**src/rtl/led_pkg.sv**
```systemverilog
// led_pkg: shared state encoding and default sizing for the LED pattern generator.
package led_pkg;
    typedef enum logic [1:0] {IDLE, PLAY, DONE} state_t;
    localparam int LED_CLK_DIV_DEF = 4;
    localparam int LED_PAT_W_DEF   = 8;
    localparam int LED_REP_W_DEF   = 4;
    localparam int LED_PWM_W       = 4;
endpackage

```
**src/rtl/led_prescaler.sv**
```systemverilog
// led_prescaler: one-cycle tick every CLK_DIV cycles, phase restarted by clr.
module led_prescaler #(
    parameter int CLK_DIV = 4
) (
    input  logic clk,
    input  logic rst,
    input  logic clr,
    output logic tick
);
    localparam int CW = CLK_DIV > 1 ? $clog2(CLK_DIV) : 1;
    logic [CW-1:0] r_cnt;
    assign tick = r_cnt == CW'(CLK_DIV - 1);
    always_ff @(posedge clk)
        if (rst || clr) r_cnt <= '0;
        else            r_cnt <= tick ? '0 : r_cnt + 1'b1;
endmodule

```
**src/rtl/led_pattern_gen.sv**
```systemverilog
// led_pattern_gen: plays a latched blink pattern MSB-first on led, N times or forever.
// LED_PWM_EN adds a latched duty input that dims led with a free-running 4-bit pwm counter.
module led_pattern_gen
    import led_pkg::*;
#(
    parameter int CLK_DIV = LED_CLK_DIV_DEF,
    parameter int PAT_W   = LED_PAT_W_DEF,
    parameter int REP_W   = LED_REP_W_DEF
) (
    input  logic                 clk,
    input  logic                 rst,
    input  logic                 pat_valid,
    output logic                 pat_ready,
    input  logic [PAT_W-1:0]     pat_data,
    input  logic [REP_W-1:0]     pat_reps,
    input  logic                 stop,
`ifdef LED_PWM_EN
    input  logic [LED_PWM_W-1:0] duty,
`endif
    output logic                 led,
    output logic                 busy,
    output logic                 done
);
    localparam int IW = $clog2(PAT_W);
    state_t           r_state, w_state_n;
    logic [PAT_W-1:0] r_pat, w_pat_n;
    logic [REP_W-1:0] r_reps, w_reps_n, r_rep_cnt, w_rep_cnt_n;
    logic [IW-1:0]    r_idx, w_idx_n;
    logic             r_led, w_led_n, w_accept, w_tick, w_pwm_on;
    assign w_accept = r_state == IDLE && pat_valid;
    assign led      = r_led;
    led_prescaler #(.CLK_DIV(CLK_DIV)) u_prescaler (
        .clk (clk),
        .rst (rst),
        .clr (w_accept),
        .tick(w_tick)
    );
`ifdef LED_PWM_EN
    logic [LED_PWM_W-1:0] r_pwm, r_duty, w_duty_n, w_pwm_n;
    assign w_pwm_n  = r_pwm + 1'b1;
    assign w_duty_n = w_accept ? duty : r_duty;
    // led is registered, so compare against the counter and duty of the cycle being driven
    assign w_pwm_on = w_pwm_n < w_duty_n;
    always_ff @(posedge clk)
        if (rst) begin
            r_pwm  <= '0;
            r_duty <= '0;
        end else begin
            r_pwm  <= w_pwm_n;
            r_duty <= w_duty_n;
        end
`else
    assign w_pwm_on = 1'b1;
`endif
    always_ff @(posedge clk)
        if (rst) begin
            r_state   <= IDLE;
            r_pat     <= '0;
            r_reps    <= '0;
            r_rep_cnt <= '0;
            r_idx     <= '0;
            r_led     <= 1'b0;
        end else begin
            r_state   <= w_state_n;
            r_pat     <= w_pat_n;
            r_reps    <= w_reps_n;
            r_rep_cnt <= w_rep_cnt_n;
            r_idx     <= w_idx_n;
            r_led     <= w_led_n;
        end
    always_comb begin
        w_state_n   = r_state;
        w_pat_n     = r_pat;
        w_reps_n    = r_reps;
        w_rep_cnt_n = r_rep_cnt;
        w_idx_n     = r_idx;
        if (w_accept) begin
            w_state_n   = PLAY;
            w_pat_n     = pat_data;
            w_reps_n    = pat_reps;
            w_rep_cnt_n = pat_reps;
            w_idx_n     = IW'(PAT_W - 1);
        end else if (r_state == DONE) begin
            w_state_n = IDLE;
        end else if (r_state == PLAY) begin
            if (stop) begin
                w_state_n = IDLE;
            end else if (w_tick) begin
                if (r_idx != '0) begin
                    w_idx_n = r_idx - 1'b1;
                end else if (r_reps == '0) begin
                    w_idx_n = IW'(PAT_W - 1);
                end else if (r_rep_cnt == REP_W'(1)) begin
                    w_state_n = DONE;
                end else begin
                    w_rep_cnt_n = r_rep_cnt - 1'b1;
                    w_idx_n     = IW'(PAT_W - 1);
                end
            end
        end
    end
    always_comb begin
        pat_ready = r_state == IDLE;
        busy      = r_state == PLAY;
        done      = r_state == DONE;
        w_led_n   = w_state_n == PLAY && w_pat_n[w_idx_n] && w_pwm_on;
    end
endmodule

```
**config.mk**
```make
export PLATFORM = sky130hd
export DESIGN_NAME = led_pattern_gen
export DESIGN_NICKNAME = d
export VERILOG_FILES = /design/src/rtl/led_pkg.sv /design/src/rtl/led_prescaler.sv /design/src/rtl/led_pattern_gen.sv
export SDC_FILE = /design/constraint.sdc
export NUM_CORES = 1
export LEC_CHECK = 0
export BUFFER_PORTS_ARGS = -buffer_cell sky130_fd_sc_hd__clkbuf_2
export CORE_MARGIN = 2
export CORE_UTILIZATION = 58
export DETAILED_ROUTE_END_ITERATION = 7
export MAX_ROUTING_LAYER = met4
export PLACE_DENSITY = 0.82
export SLEW_MARGIN = 20
export SYNTH_ARGS = -nofsm -noshare
export SYNTH_HDL_FRONTEND = slang
export SYNTH_SLANG_ARGS = --single-unit
```
**constraint.sdc**
```tcl
create_clock -name clk -period 4.1 [get_ports clk]
set_clock_uncertainty 0.05 [all_clocks]
set_input_delay 0.82 -clock clk [delete_from_list [all_inputs] [get_ports clk]]
set_output_delay 0.82 -clock clk [all_outputs]
set_load 0.01 [all_outputs]
```
# == Word level (Yosys, flattened, before mapping) ==
# Index checks and enable logic that the tools add are counted.
# Widths: inputs -> output; s select.
# classes
n_addsub,3
n_lt_le_gt_ge,1
eq_ne,10
mux,27
n_reduce_logical,10
# op_table
cell,n
$mux 4,8
$mux 3,8
$mux 2,8
$ne 2x1->1 const B,5
$mux 8,1
$reduce_and 7->1,1
$eq 2x1->1 const B,2
$eq 2x2->1 const B,2
$eq 4x1->1 const B,1
$logic_not 4->1,1
$lt 3x4->1 const B,1
$reduce_bool 2->1,2
$sub 4x1->4 const B,1
$bmux 1 s3,1
$reduce_bool 3->1,1
$sub 3x1->3 const B,1
$add 2x1->2 const B,1
$logic_and 1x1->1,2
$logic_not 2->1,1
$reduce_or 2->1,1
$logic_or 1x1->1,1
$mux 1,1
# word_totals
regBits,24
in_bits,16
wordCells,58

# == Depth between registers and ports, before layout ==
# logic_depth
ltp_word,12
mapped_depth,8
mapped_depth_nobuf,8

# == Hierarchy ==
# From an unflattened synthesis, not the netlist that was laid out.
# hier_totals
cells_unflattened,155
hier_area_um2,1277.5
# by_module_without_submodules
mod,instances,cells_each,area_per_inst_um2,seq_area_each_um2
led_pattern_gen,1,150,1197.4,440.4
led_prescaler,1,5,80.1,40.0

# == Worst setup path after synthesis ==
# OpenSTA, ideal clock, no wires.
# synth_path
path_kind,input-to-reg
from,input stop
to,register r_led (netlist: led)
setup_time_ns,0.144
arrival_ns,1.923
slack_ns,1.983
cell_stages,6
path_buffers,0
cell_sequence,nand4bb_1 a31oi_4 o21ai_2 mux2_1 mux2i_1 a221oi_1
# synth_between
elab_chain_len,7
word_cells_on_any_way,12
cone_classes,1 x eq/ne; 10 x mux; 1 x reduce/logical
# synth_rtl
element,line_no,text
"start, declared",led_pattern_gen.sv:16,"input logic stop,"
$mux 3,led_pattern_gen.sv:86,if (stop) begin
$mux 3,led_pattern_gen.sv:85,end else if (r_state == PLAY) begin
$mux 3,led_pattern_gen.sv:83,end else if (r_state == DONE) begin
$mux 3,led_pattern_gen.sv:77,if (w_accept) begin
$bmux 1 s3,led_pattern_gen.sv:106,w_led_n = w_state_n == PLAY && w_pat_n[w_idx_n] && w_pwm_on;
$mux 1 (implied by the code),led_pattern_gen.sv:106,
$logic_and 1x1->1 *,led_pattern_gen.sv:106,
"end signal, assigned",led_pattern_gen.sv:69,r_led <= w_led_n;
"end, declared",led_pattern_gen.sv:29,"logic r_led, w_led_n, w_accept, w_tick, w_pwm_on;"
# Every way passes the cells marked *; elsewhere a longest branch is shown, timed or not. The select of a mux whose other input is x is not followed.
# A chain may end at the register's enable or synchronous reset.

# == Worst setup path after layout ==
# layout_path
from,register r_idx[0]
to,register r_led (netlist: led)
# layout_between
elab_chain_len,11
word_cells_on_any_way,20
cone_classes,1 x add/sub; 1 x eq/ne; 16 x mux; 2 x reduce/logical
# layout_rtl
element,line_no,text
"start, declared",led_pattern_gen.sv:28,"logic [IW-1:0] r_idx, w_idx_n;"
"start signal, assigned",led_pattern_gen.sv:68,r_idx <= w_idx_n;
branches (longest 10 deep; another with $sub 3x1->3),n/a,
$logic_and 1x1->1 *,led_pattern_gen.sv:106,
# Every way passes the cells marked *. The select of a mux whose other input is x is not followed.

==> impl_metrics.env <==
export IMPL_p_per_area_nw_per_um2=333.3
export IMPL_setup_viol=0
export IMPL_grt_max_degree=25
export IMPL_synthMuxAreaShare=0.03915
export IMPL_diodes=0
export IMPL_n_fill_cell=184
export IMPL_max_clock_path_buffers=2
export IMPL_final_cells=182
export IMPL_grt_busiest_layer="met2"
export IMPL_antenna_found_initial=0
export IMPL_synth_area_um2=1182
export IMPL_cp_max_fo=5
export IMPL_synth_top_family_by_area="simple AND/OR/NAND/NOR gates"
export IMPL_cts_tree="built"
export IMPL_ctsHoldBuffers=0
export IMPL_grt_overflow_total=0
export IMPL_whs_ps=394.1
export IMPL_met3_usage=0.03988
export IMPL_period_share=0.5233
export IMPL_synthFlopType="dfxtp_1"
export IMPL_drt_first_pass_iters=5
export IMPL_rsz0062_at_grt="false"
export IMPL_clkTransAtPathRegs_ps=120
export IMPL_holdCritPathClass="reg2reg"
export IMPL_cts_buffers=3
export IMPL_peakVddDrop_mv=0.2555
export IMPL_drv_slew=0
export IMPL_max_freq_mhz=466.1
export IMPL_vias=1022
export IMPL_clock_sinks=24
export IMPL_final_antenna_net_count=0
export IMPL_leakagePower_nw=0.5435
export IMPL_met1_usage=0.2715
export IMPL_finalPower_uw=437.0
export IMPL_die_area_um2=2416
export IMPL_use_met2=0.3311
export IMPL_area_growth_pct=10.90
export IMPL_io_buffers=19
export IMPL_max_slew_margin=0.5653
export IMPL_start_kind="register"
export IMPL_drc=0
export IMPL_io_pins=20
export IMPL_yosys_area_share_simple=0.2392
export IMPL_async_flop_share=0
export IMPL_die_w_um=49.15
export IMPL_synthCells=139
export IMPL_post_route_min_period_ps=2146
export IMPL_place_congestion=0.8635
export IMPL_cts_resized_gates=0
export IMPL_track_usage=0.2172
export IMPL_multiInputGateArea_um2=656.9
export IMPL_yosysTopAreaCellShare=0.4063
export IMPL_die_h_um=49.15
export IMPL_synth_xor_area_share=0.02222
export IMPL_arrival_ps=2280
export IMPL_syn_avg_cell_area_um2=8.506
export IMPL_synth_seq_area_share=0.4063
export IMPL_post_drt_wl_per_cell_um=12.97
export IMPL_synth_fa_ha_area_frac=0.05291
export IMPL_drive_gt1_frac=0.1935
export IMPL_layout_nets=178
export IMPL_wl_mm=2.361
export IMPL_synth_top_cell_by_area="dfxtp_1"
export IMPL_dp_cells=179
export IMPL_synthTopCellsByArea="dfxtp_1 41%, nand2_1 11%, a21oi_1 8.9%, ha_1 5.3%, xnor2_1 2.2%"
export IMPL_utilization=0.6753
export IMPL_final_area_um2=1311
export IMPL_core_rowCount=16
export IMPL_yosysUniqueCellTypes=37
export IMPL_final_cell_mix="34 x nand2_1, 24 x dfxtp_1, 21 x a21oi_1"
export IMPL_area_sequential_um2=480.5
export IMPL_setup_ws_ps=1954
export IMPL_cp_required_ps=4240
export IMPL_maxCapViolations=0
export IMPL_viasPerCell=5.615
export IMPL_grt_pass1_vias=930
export IMPL_worstSetupPathType="reg2reg"
export IMPL_design_core_area_um2=1942
export IMPL_yosys_warnings=0
export IMPL_ys_seq_elements=24
export IMPL_h_tree_depth=1
export IMPL_critPathCaptureType="register"
export IMPL_hold_violations=0
export IMPL_post_cts_buffers=0
export IMPL_initial_core_util=0.6089
export IMPL_final_common_cell="nand2_1"
export IMPL_clockRootBuffer="clkbuf_4"
export IMPL_finalSetupTns_ps=0
export IMPL_insertion_delay_ps=310
export IMPL_synth_edf_count=0
export IMPL_placed_area_um2=1289
export IMPL_hpwl_mm=1.698
export IMPL_status="finished, final reports clean"
export IMPL_pre_cts_ws_ps=1666
export IMPL_tightest_slew_ps=652.0
export IMPL_drt_iter0_markers=19
export IMPL_syn_num_nets=160
export IMPL_synth_compound_area_frac=0.2021
export IMPL_grt_pass1_wl_mm=3.912
==> layout make-up <==
type	instances	share of cell area
repair buffers	19	0.07252
well taps	27	0.02576
inverters	6	0.01718
multi-input cells	103	0.5010
clock buffers	3	0.01718
flip-flops and latches	24	0.3664
==> worst paths after layout <==
path | start | end | slack, ps | depth (start not counted)
setup / recovery | r_idx[0] | led | 1950 | 8
hold / removal | u_prescaler.r_cnt[0] | u_prescaler.r_cnt[0] | 390 | 1
setup reg to reg | r_idx[0] | led | 1950 | 8
hold reg to reg | u_prescaler.r_cnt[0] | u_prescaler.r_cnt[0] | 390 | 1
==> critical path: stages, from the launching register on <==
cell and delay, ps:
dfxtp_1 380, inv_1 100, ha_1 200, nor2b_1 300
a31oi_4 130, o21ai_2 270, mux2_4 330, a2bb2oi_2 150
a221oi_1 90
==> routing by layer <==
metal,vias to the layer above,routed length [µm]
met4,0,72
met2,23,1130
met5,-,0
met3,8,71
li1,520,-
met1,471,1087
==> cells in the mapped netlist, drive strengths merged, types with 2 or more instances <==
cell / instances
inv: 6
dfxtp: 24
o21ai: 6
clkbuf: 5
mux2i: 2
mux2: 2
nor4b: 2
nand3: 2
nor2: 5
nand2: 34
a21oi: 21
nor2b: 3
xnor2: 3
ha: 5
==> state kept, by name (all words and copies together) (netlist names) <==
register           cells
r_pat                  8
r_rep_cnt              4
r_reps                 4
r_idx                  3
r_state                2
u_prescaler.r_cnt      2
led                    1
==> power by group <==
group / internal, mW / total (mW) / switching (mW)
Combinational: 0.0330 / 0.0768 / 0.0438
Clock: 0.0344 / 0.102 / 0.0674
Sequential: 0.248 / 0.258 / 0.0105
==> logic make-up (layout without fill, tap and decap cells) <==
group | count (synthesis) | in the layout
and+or+nand+nor | 55 | 55
xor gates and xnor gates | 3 | 3
DFF | 24 | 24
buffers and inverters | 12 | 28
muxes | 4 | 4
AOI/OAI and AO/OA | 36 | 36
adders and majority gates | 5 | 5
No activity file was read; power rests on OpenSTA's default activity.
